===== config.mk =====
export PLATFORM = sky130hd
export DESIGN_NAME = fixed_mul_pipe
export DESIGN_NICKNAME = d
export VERILOG_FILES = /design/src/rtl/fixed_pkg.sv /design/src/rtl/fixed_round_sat.sv /design/src/rtl/fixed_mul_pipe.sv
export SDC_FILE = /design/constraint.sdc
export NUM_CORES = 2
export LEC_CHECK = 0
export CAP_MARGIN = 25
export CELL_PAD_IN_SITES_DETAIL_PLACEMENT = 0
export CELL_PAD_IN_SITES_GLOBAL_PLACEMENT = 1
export CORE_UTILIZATION = 40
export CTS_CLUSTER_SIZE = 24
export DETAILED_ROUTE_END_ITERATION = 7
export HOLD_SLACK_MARGIN = 0.02
export PLACE_DENSITY_LB_ADDON = 0.1
export SYNTH_ARGS = -nofsm -noshare
export SYNTH_HDL_FRONTEND = slang
export SYNTH_SLANG_ARGS = --single-unit

===== constraint.sdc =====
create_clock -name clk -period 2.9 [get_ports clk]
set_input_delay 0.58 -clock clk [delete_from_list [all_inputs] [get_ports clk]]
set_output_delay 0.58 -clock clk [all_outputs]
set_load 0.05 [all_outputs]

===== src/rtl/fixed_pkg.sv =====
// Shared definitions for the signed fixed-point multiplier: mode encodings and
// the signed range limits used when clamping results.
package fixed_pkg;

    localparam int ROUND_TRUNC   = 0;
    localparam int ROUND_HALF_UP = 1;
    localparam int SAT_WRAP      = 0;
    localparam int SAT_CLAMP     = 1;

    // Wide enough to hold the limits of any supported operand width.
    localparam int FIXED_CALC_W  = 128;

    function automatic logic signed [FIXED_CALC_W-1:0] fixed_max(input int width);
        fixed_max = (128'sd1 <<< (width - 1)) - 128'sd1;
    endfunction

    function automatic logic signed [FIXED_CALC_W-1:0] fixed_min(input int width);
        fixed_min = -(128'sd1 <<< (width - 1));
    endfunction

endpackage


===== src/rtl/fixed_round_sat.sv =====
// Combinational post-processing of a full-width signed product: optional
// half-up rounding, arithmetic shift by Q_BITS, range check and clamp/wrap.
module fixed_round_sat
    import fixed_pkg::*;
#(
    parameter int WIDTH    = 32,
    parameter int Q_BITS   = 16,
    parameter int ROUND    = ROUND_TRUNC,
    parameter int SATURATE = SAT_CLAMP
) (
    input  logic [2*WIDTH-1:0] i_product,
    output logic [WIDTH-1:0]   o_result,
    output logic               o_overflow
);

    localparam int PW     = 2 * WIDTH;
    localparam int RND_SH = (Q_BITS > 0) ? (Q_BITS - 1) : 0;
    // With no fractional bits the rounding increment is zero, so ROUND has no effect.
    localparam logic [PW-1:0] RND_ONE = (Q_BITS > 0) ? (PW'(1'b1) << RND_SH) : '0;

    localparam logic signed [FIXED_CALC_W-1:0] MAX_WIDE = fixed_max(WIDTH);
    localparam logic signed [FIXED_CALC_W-1:0] MIN_WIDE = fixed_min(WIDTH);
    localparam logic [WIDTH-1:0] SAT_MAX = MAX_WIDE[WIDTH-1:0];
    localparam logic [WIDTH-1:0] SAT_MIN = MIN_WIDE[WIDTH-1:0];

    logic signed [PW-1:0] w_rounded;
    logic signed [PW-1:0] w_shifted;
    logic [PW-WIDTH:0]    w_upper;
    logic                 w_fits;

    // Rounding increment selection.
    always_comb begin
        w_rounded = $signed(i_product);
        case (ROUND)
            ROUND_HALF_UP: w_rounded = $signed(i_product + RND_ONE);
            ROUND_TRUNC:   w_rounded = $signed(i_product);
            default:       w_rounded = $signed(i_product);
        endcase
    end

    // The result fits when every bit from the sign position upward agrees
    // (the product cannot reach 2^(PW-1), so adding the increment never wraps).
    assign w_shifted  = w_rounded >>> Q_BITS;
    assign w_upper    = w_shifted[PW-1:WIDTH-1];
    assign w_fits     = (&w_upper) | (~|w_upper);
    assign o_overflow = ~w_fits;

    // Clamp or wrap the shifted value into WIDTH bits.
    always_comb begin
        o_result = w_shifted[WIDTH-1:0];
        case (SATURATE)
            SAT_CLAMP: begin
                if (w_fits) begin
                    o_result = w_shifted[WIDTH-1:0];
                end else if (w_shifted[PW-1]) begin
                    o_result = SAT_MIN;
                end else begin
                    o_result = SAT_MAX;
                end
            end
            SAT_WRAP: o_result = w_shifted[WIDTH-1:0];
            default:  o_result = w_shifted[WIDTH-1:0];
        endcase
    end

endmodule


===== src/rtl/fixed_mul_pipe.sv =====
// Pipelined signed fixed-point multiplier with valid/ready handshake, full
// backpressure, per-stage valid bits (bubbles collapse) and a sideband tag.
module fixed_mul_pipe
    import fixed_pkg::*;
#(
    parameter int WIDTH    = 32,
    parameter int Q_BITS   = 16,
    parameter int STAGES   = 2,
    parameter int ROUND    = ROUND_TRUNC,
    parameter int SATURATE = SAT_CLAMP,
    parameter int TAG_W    = 4
) (
    input  logic             clk,
    input  logic             rst,
    input  logic             in_valid,
    output logic             in_ready,
    input  logic [WIDTH-1:0] a,
    input  logic [WIDTH-1:0] b,
    input  logic [TAG_W-1:0] in_tag,
    output logic             out_valid,
    input  logic             out_ready,
    output logic [WIDTH-1:0] result,
    output logic             overflow,
    output logic [TAG_W-1:0] out_tag
);

    localparam int PW    = 2 * WIDTH;
    localparam int LAST  = STAGES - 1;
    // Stages that carry the raw product; with STAGES > 1 the last stage holds
    // the finished result instead.
    localparam int NPROD = (STAGES > 1) ? (STAGES - 1) : 1;

    logic [STAGES-1:0]    r_valid;
    logic [STAGES-1:0]    w_load;
    logic [PW-1:0]        r_prod [NPROD];
    logic [TAG_W-1:0]     r_tag  [STAGES];
    logic signed [PW-1:0] w_a_ext;
    logic signed [PW-1:0] w_b_ext;
    logic [PW-1:0]        w_product;
    logic [WIDTH-1:0]     w_rs_result;
    logic                 w_rs_overflow;

    assign w_a_ext   = PW'($signed(a));
    assign w_b_ext   = PW'($signed(b));
    assign w_product = w_a_ext * w_b_ext;

    // Load enables ripple back from the output: a stage loads when it is empty
    // or the stage after it is taking its contents.
    always_comb begin
        logic v_take;
        v_take       = !r_valid[LAST] || out_ready;
        w_load       = '0;
        w_load[LAST] = v_take;
        for (int k = LAST - 1; k >= 0; k--) begin
            v_take    = !r_valid[k] || v_take;
            w_load[k] = v_take;
        end
    end

    // Valid chain, product and tag stage registers.
    always_ff @(posedge clk or posedge rst) begin
        if (rst) begin
            r_valid <= '0;
            for (int k = 0; k < NPROD; k++) begin
                r_prod[k] <= '0;
            end
            for (int k = 0; k < STAGES; k++) begin
                r_tag[k] <= '0;
            end
        end else begin
            if (w_load[0]) begin
                r_valid[0] <= in_valid;
                if (in_valid) begin
                    r_prod[0] <= w_product;
                    r_tag[0]  <= in_tag;
                end
            end
            for (int k = 1; k < STAGES; k++) begin
                if (w_load[k]) begin
                    r_valid[k] <= r_valid[k-1];
                    if (r_valid[k-1]) begin
                        r_tag[k] <= r_tag[k-1];
                    end
                end
            end
            for (int k = 1; k < NPROD; k++) begin
                if (w_load[k] && r_valid[k-1]) begin
                    r_prod[k] <= r_prod[k-1];
                end
            end
        end
    end

    fixed_round_sat #(
        .WIDTH    (WIDTH),
        .Q_BITS   (Q_BITS),
        .ROUND    (ROUND),
        .SATURATE (SATURATE)
    ) u_round_sat (
        .i_product  (r_prod[NPROD-1]),
        .o_result   (w_rs_result),
        .o_overflow (w_rs_overflow)
    );

    if (STAGES > 1) begin : g_out_reg
        logic [WIDTH-1:0] r_result;
        logic             r_overflow;

        // Final stage captures the rounded/clamped value as the op moves in.
        always_ff @(posedge clk or posedge rst) begin
            if (rst) begin
                r_result   <= '0;
                r_overflow <= 1'b0;
            end else if (w_load[LAST] && r_valid[LAST-1]) begin
                r_result   <= w_rs_result;
                r_overflow <= w_rs_overflow;
            end
        end

        assign result   = r_result;
        assign overflow = r_overflow;
    end else begin : g_out_comb
        assign result   = w_rs_result;
        assign overflow = w_rs_overflow;
    end

    assign out_valid = r_valid[LAST];
    assign out_tag   = r_tag[LAST];
    assign in_ready  = w_load[0];

endmodule


==> impl_results.md <==
* Largest area contributor in the netlist: fa_1
* Largest net degree at the start of global routing at 92
* Distinct cells, synth at 57
* Overflow after GRT at 0
* Die height at 314 um
* Final Cell Area at 50300 um^2
* GPL Wtd Cong at 0.834
* Final worst slack at -4670 ps
* Share of Yosys cell area claimed by the top area cell type at 55.5%
* Setup TNS at -203390 ps
* Clock Root Buffer: clkbuf_16
* Fill cells at roughly 9000
* Ports at 111
* Startpoint types: primary input
* Number of synthesized register bits at 91
* TritonCTS clock tree: built
* CTS H-tree depth at 3
* Hold_sp: r_tag[4]
* Fmax at between 100 and 150 MHz
* Initial core utilization at 40.4%
* Post-synthesis sequential area ratio at 5.84%
* # DRC at 1
* Layout cells sized above 1 at 23.5%
* Final worst path period need at 7570 ps
* Initial antenna violation count at 6
* Routed Wire Length at ~130 mm
* Num rows at about 110
* Vias in the first global route at 32601
* Hold endpoint: r_tag[4]
* DP HPWL at 97.6 mm
* Drt first pass iters at 6
* DP Area at between 40000 and 50000 um^2
* TritonCTS Buffers at 9
* RSZ-0062 raised after global routing: yes
* Crit Reg-Reg Startpoint: r_prod[55]
* Hold crit path type: flip-flop to flip-flop
* Synth Cell Area at 39000 um^2
* Hold path depth at 2
* Clock tree buffer depth at 2
* Final slew viol count at 0
* Data arrival, critical path at roughly 7900 ps
* Clock Pin Slew Worst Setup and Hold Paths at 70 ps
* Post-synth EDFFs at 0
* CP Class: primary input to flip-flop
* Setup violators final at 48
* Crit. End Element: flip-flop
* Synthesis Warnings at 0
* Slew @ Worst Pin at 592 ps
* Mapped Cells at between 4000 and 5000
* Die area at 98700 um^2
* Hold-fix buffers at CTS at 0
* Mean routed wirelength per cell at 21.4 um
* Worst skew pair latency at 340 ps
* CP peak stage delay at 640 ps
* Starting DRT DRC Count at approximately 1400
* RR Endpoint: result[23]
* Core area at 96600 um^2
* Final nets at 5986
* P&R area growth vs syn at 29.0%
* Most frequent CP cell: fa_1
* Antenna-violating nets left at 0
* Cells on worst reg2reg path at 8
* Ranking of synthesized cells by area: fa_1 56%, inv_1 9.3%, and2_1 8.3%, dfrtp_1 5.8%, ha_1 5.8%
* Worst slew margin at 60.4%
* Setup Skew at approximately 4.9 ps
* Worst-path fanout max at 6
* Predominant post-synthesis flop cell: dfrtp_1
* Total track usage at 26.9%
* Final Cycle Share at 261%
* Die W at between 300 and 400 um
* Share of flip-flops with an asynchronous set or reset at 100%
* WP data required at 3180 ps
* First-pass GRT wire length at 198 mm
* FF-to-FF setup slack at 990 ps
* Status: finished with violations
* Final Hold Fails at 0
* Failing checks: DRC, setup timing
* Drt via density at ~5
* Sink Count at 91
* Critical-path top delay cell: fa_1
* Synthesized area per cell at ~9.5 um^2
* Port-buffer cells at 110
* Mapped Nets at around 5400
* Max-cap violations at 0
* Vias at ~29000
## placed cells by master, fill, tap and decap left out, drive strengths merged, types with 10 or more instances in the layout
cell and instances:
nor2 38, xnor2 39, inv 959, o21ai 122
nand2b 14, a21o 31, nand2 598, xor2 16
nand4 19, a21oi 54, dfrtp 91, clkdlybuf4s50 46
bufbuf 28, and3 10, clkbuf 17, and2 515
buf 675, nand3 23, ha 180, fa 1081
## flip-flops by register name (all words and copies together), names as in the netlist
register,count
result,32
r_tag,4
overflow,1
r_prod,48
r_valid,2
out_tag,4
## worst max-delay path by stage
stage	start	endpoint	cells after the start
2_1_floorplan	a[31]	r_prod[63]	25
3_3_place_gp	a[31]	r_prod[63]	27
3_5_place_dp	a[20]	r_prod[63]	27
4_1_cts	b[22]	r_prod[51]	29
5_1_grt	b[11]	r_prod[56]	30
6_report	a[11]	r_prod[56]	30
## Yosys cell counts, types with 4 or more instances
master	count
ha_1	180
inv_1	961
nand2b_1	14
or4_1	5
and3_1	9
and2_1	515
o31ai_1	6
a21o_1	31
a21oi_1	54
mux2_2	6
nand2_1	598
nor2_1	38
o21ai_0	121
a31oi_1	9
o211ai_1	5
xor2_1	16
fa_1	1081
nor3_1	5
nand3_1	23
nand4_1	19
clkbuf_1	222
o21bai_1	8
buf_4	4
nor4_1	6
dfrtp_1	91
xnor2_1	39
## area by class of cell
cell class / instances / area (um^2) / share of cell area [%]
Clock inverter: 4 / 33.8 / 0.0672
Multi-Input combinational cell: 2831 / 33800 / 67.3
Tap cell: 1276 / 1600 / 3.17
Timing Repair Buffer: 759 / 8690 / 17.3
Antenna cell: 1 / 2.50 / 0.00498
Inverter: 961 / 3620 / 7.19
Clock buffer: 11 / 253 / 0.503
Sequential cell: 91 / 2280 / 4.53
## repair_timing
action | in CTS | in global routing
resized for setup | 651 | 238
endpoints found under the hold margin | 0 | 0
buffers inserted | 115 | 32
pin swaps | 227 | 160
endpoints found under the setup margin | 48 | 48
gates cloned | 46 | 1
## per-layer routing
metal	share of wire [%]	global-route usage [%]	wire [um]
met1	41	34.7	52100
met4	2.6	5.78	3260
met2	53	48.8	67500
met3	3.3	2.30	4160
met5	0.029	0	37
## cell families (layout without fill, tap and decap cells)
family / count (synthesis) / in the layout / share of synthesized area (%)
AO/OA/AOI/OAI: 265 / 265 / 4.07
XOR/XNOR: 55 / 55 / 1.24
adder cells (fa/ha/maj): 1261 / 1261 / 61.3
buffers and inverters: 1193 / 1735 / 11.5
flip-flops: 91 / 91 / 5.84
multiplexers: 6 / 6 / 0.173
other: 0 / 1 / 0
AND/OR/NAND/NOR: 1244 / 1244 / 15.8
## stage by stage
stage | worst slack [ps] | hold slack, ps | utilization [%] | std cells
after floorplan | -5180 | 442 | - | 4115
after global placement | -5530 | 457 | 47.3 | 5739
after detailed placement | -5550 | 465 | 47.3 | 5739
after CTS | -4690 | 483 | 51.2 | 5908
after global routing | -4840 | 493 | 52.1 | 5934
final | -4670 | 475 | 52.1 | 5934
## worst max-delay path: cells and delay by family
family,cells,cell delay [ps]
AO/OA/AOI/OAI,8,1490
adder cells (fa/ha/maj),9,4370
buffers and inverters,10,970
AND/OR/NAND/NOR,3,420
Power is left out: the tool's default activity adds up to more than one toggle a clock period on the data nets, which glitch-free logic cannot reach.
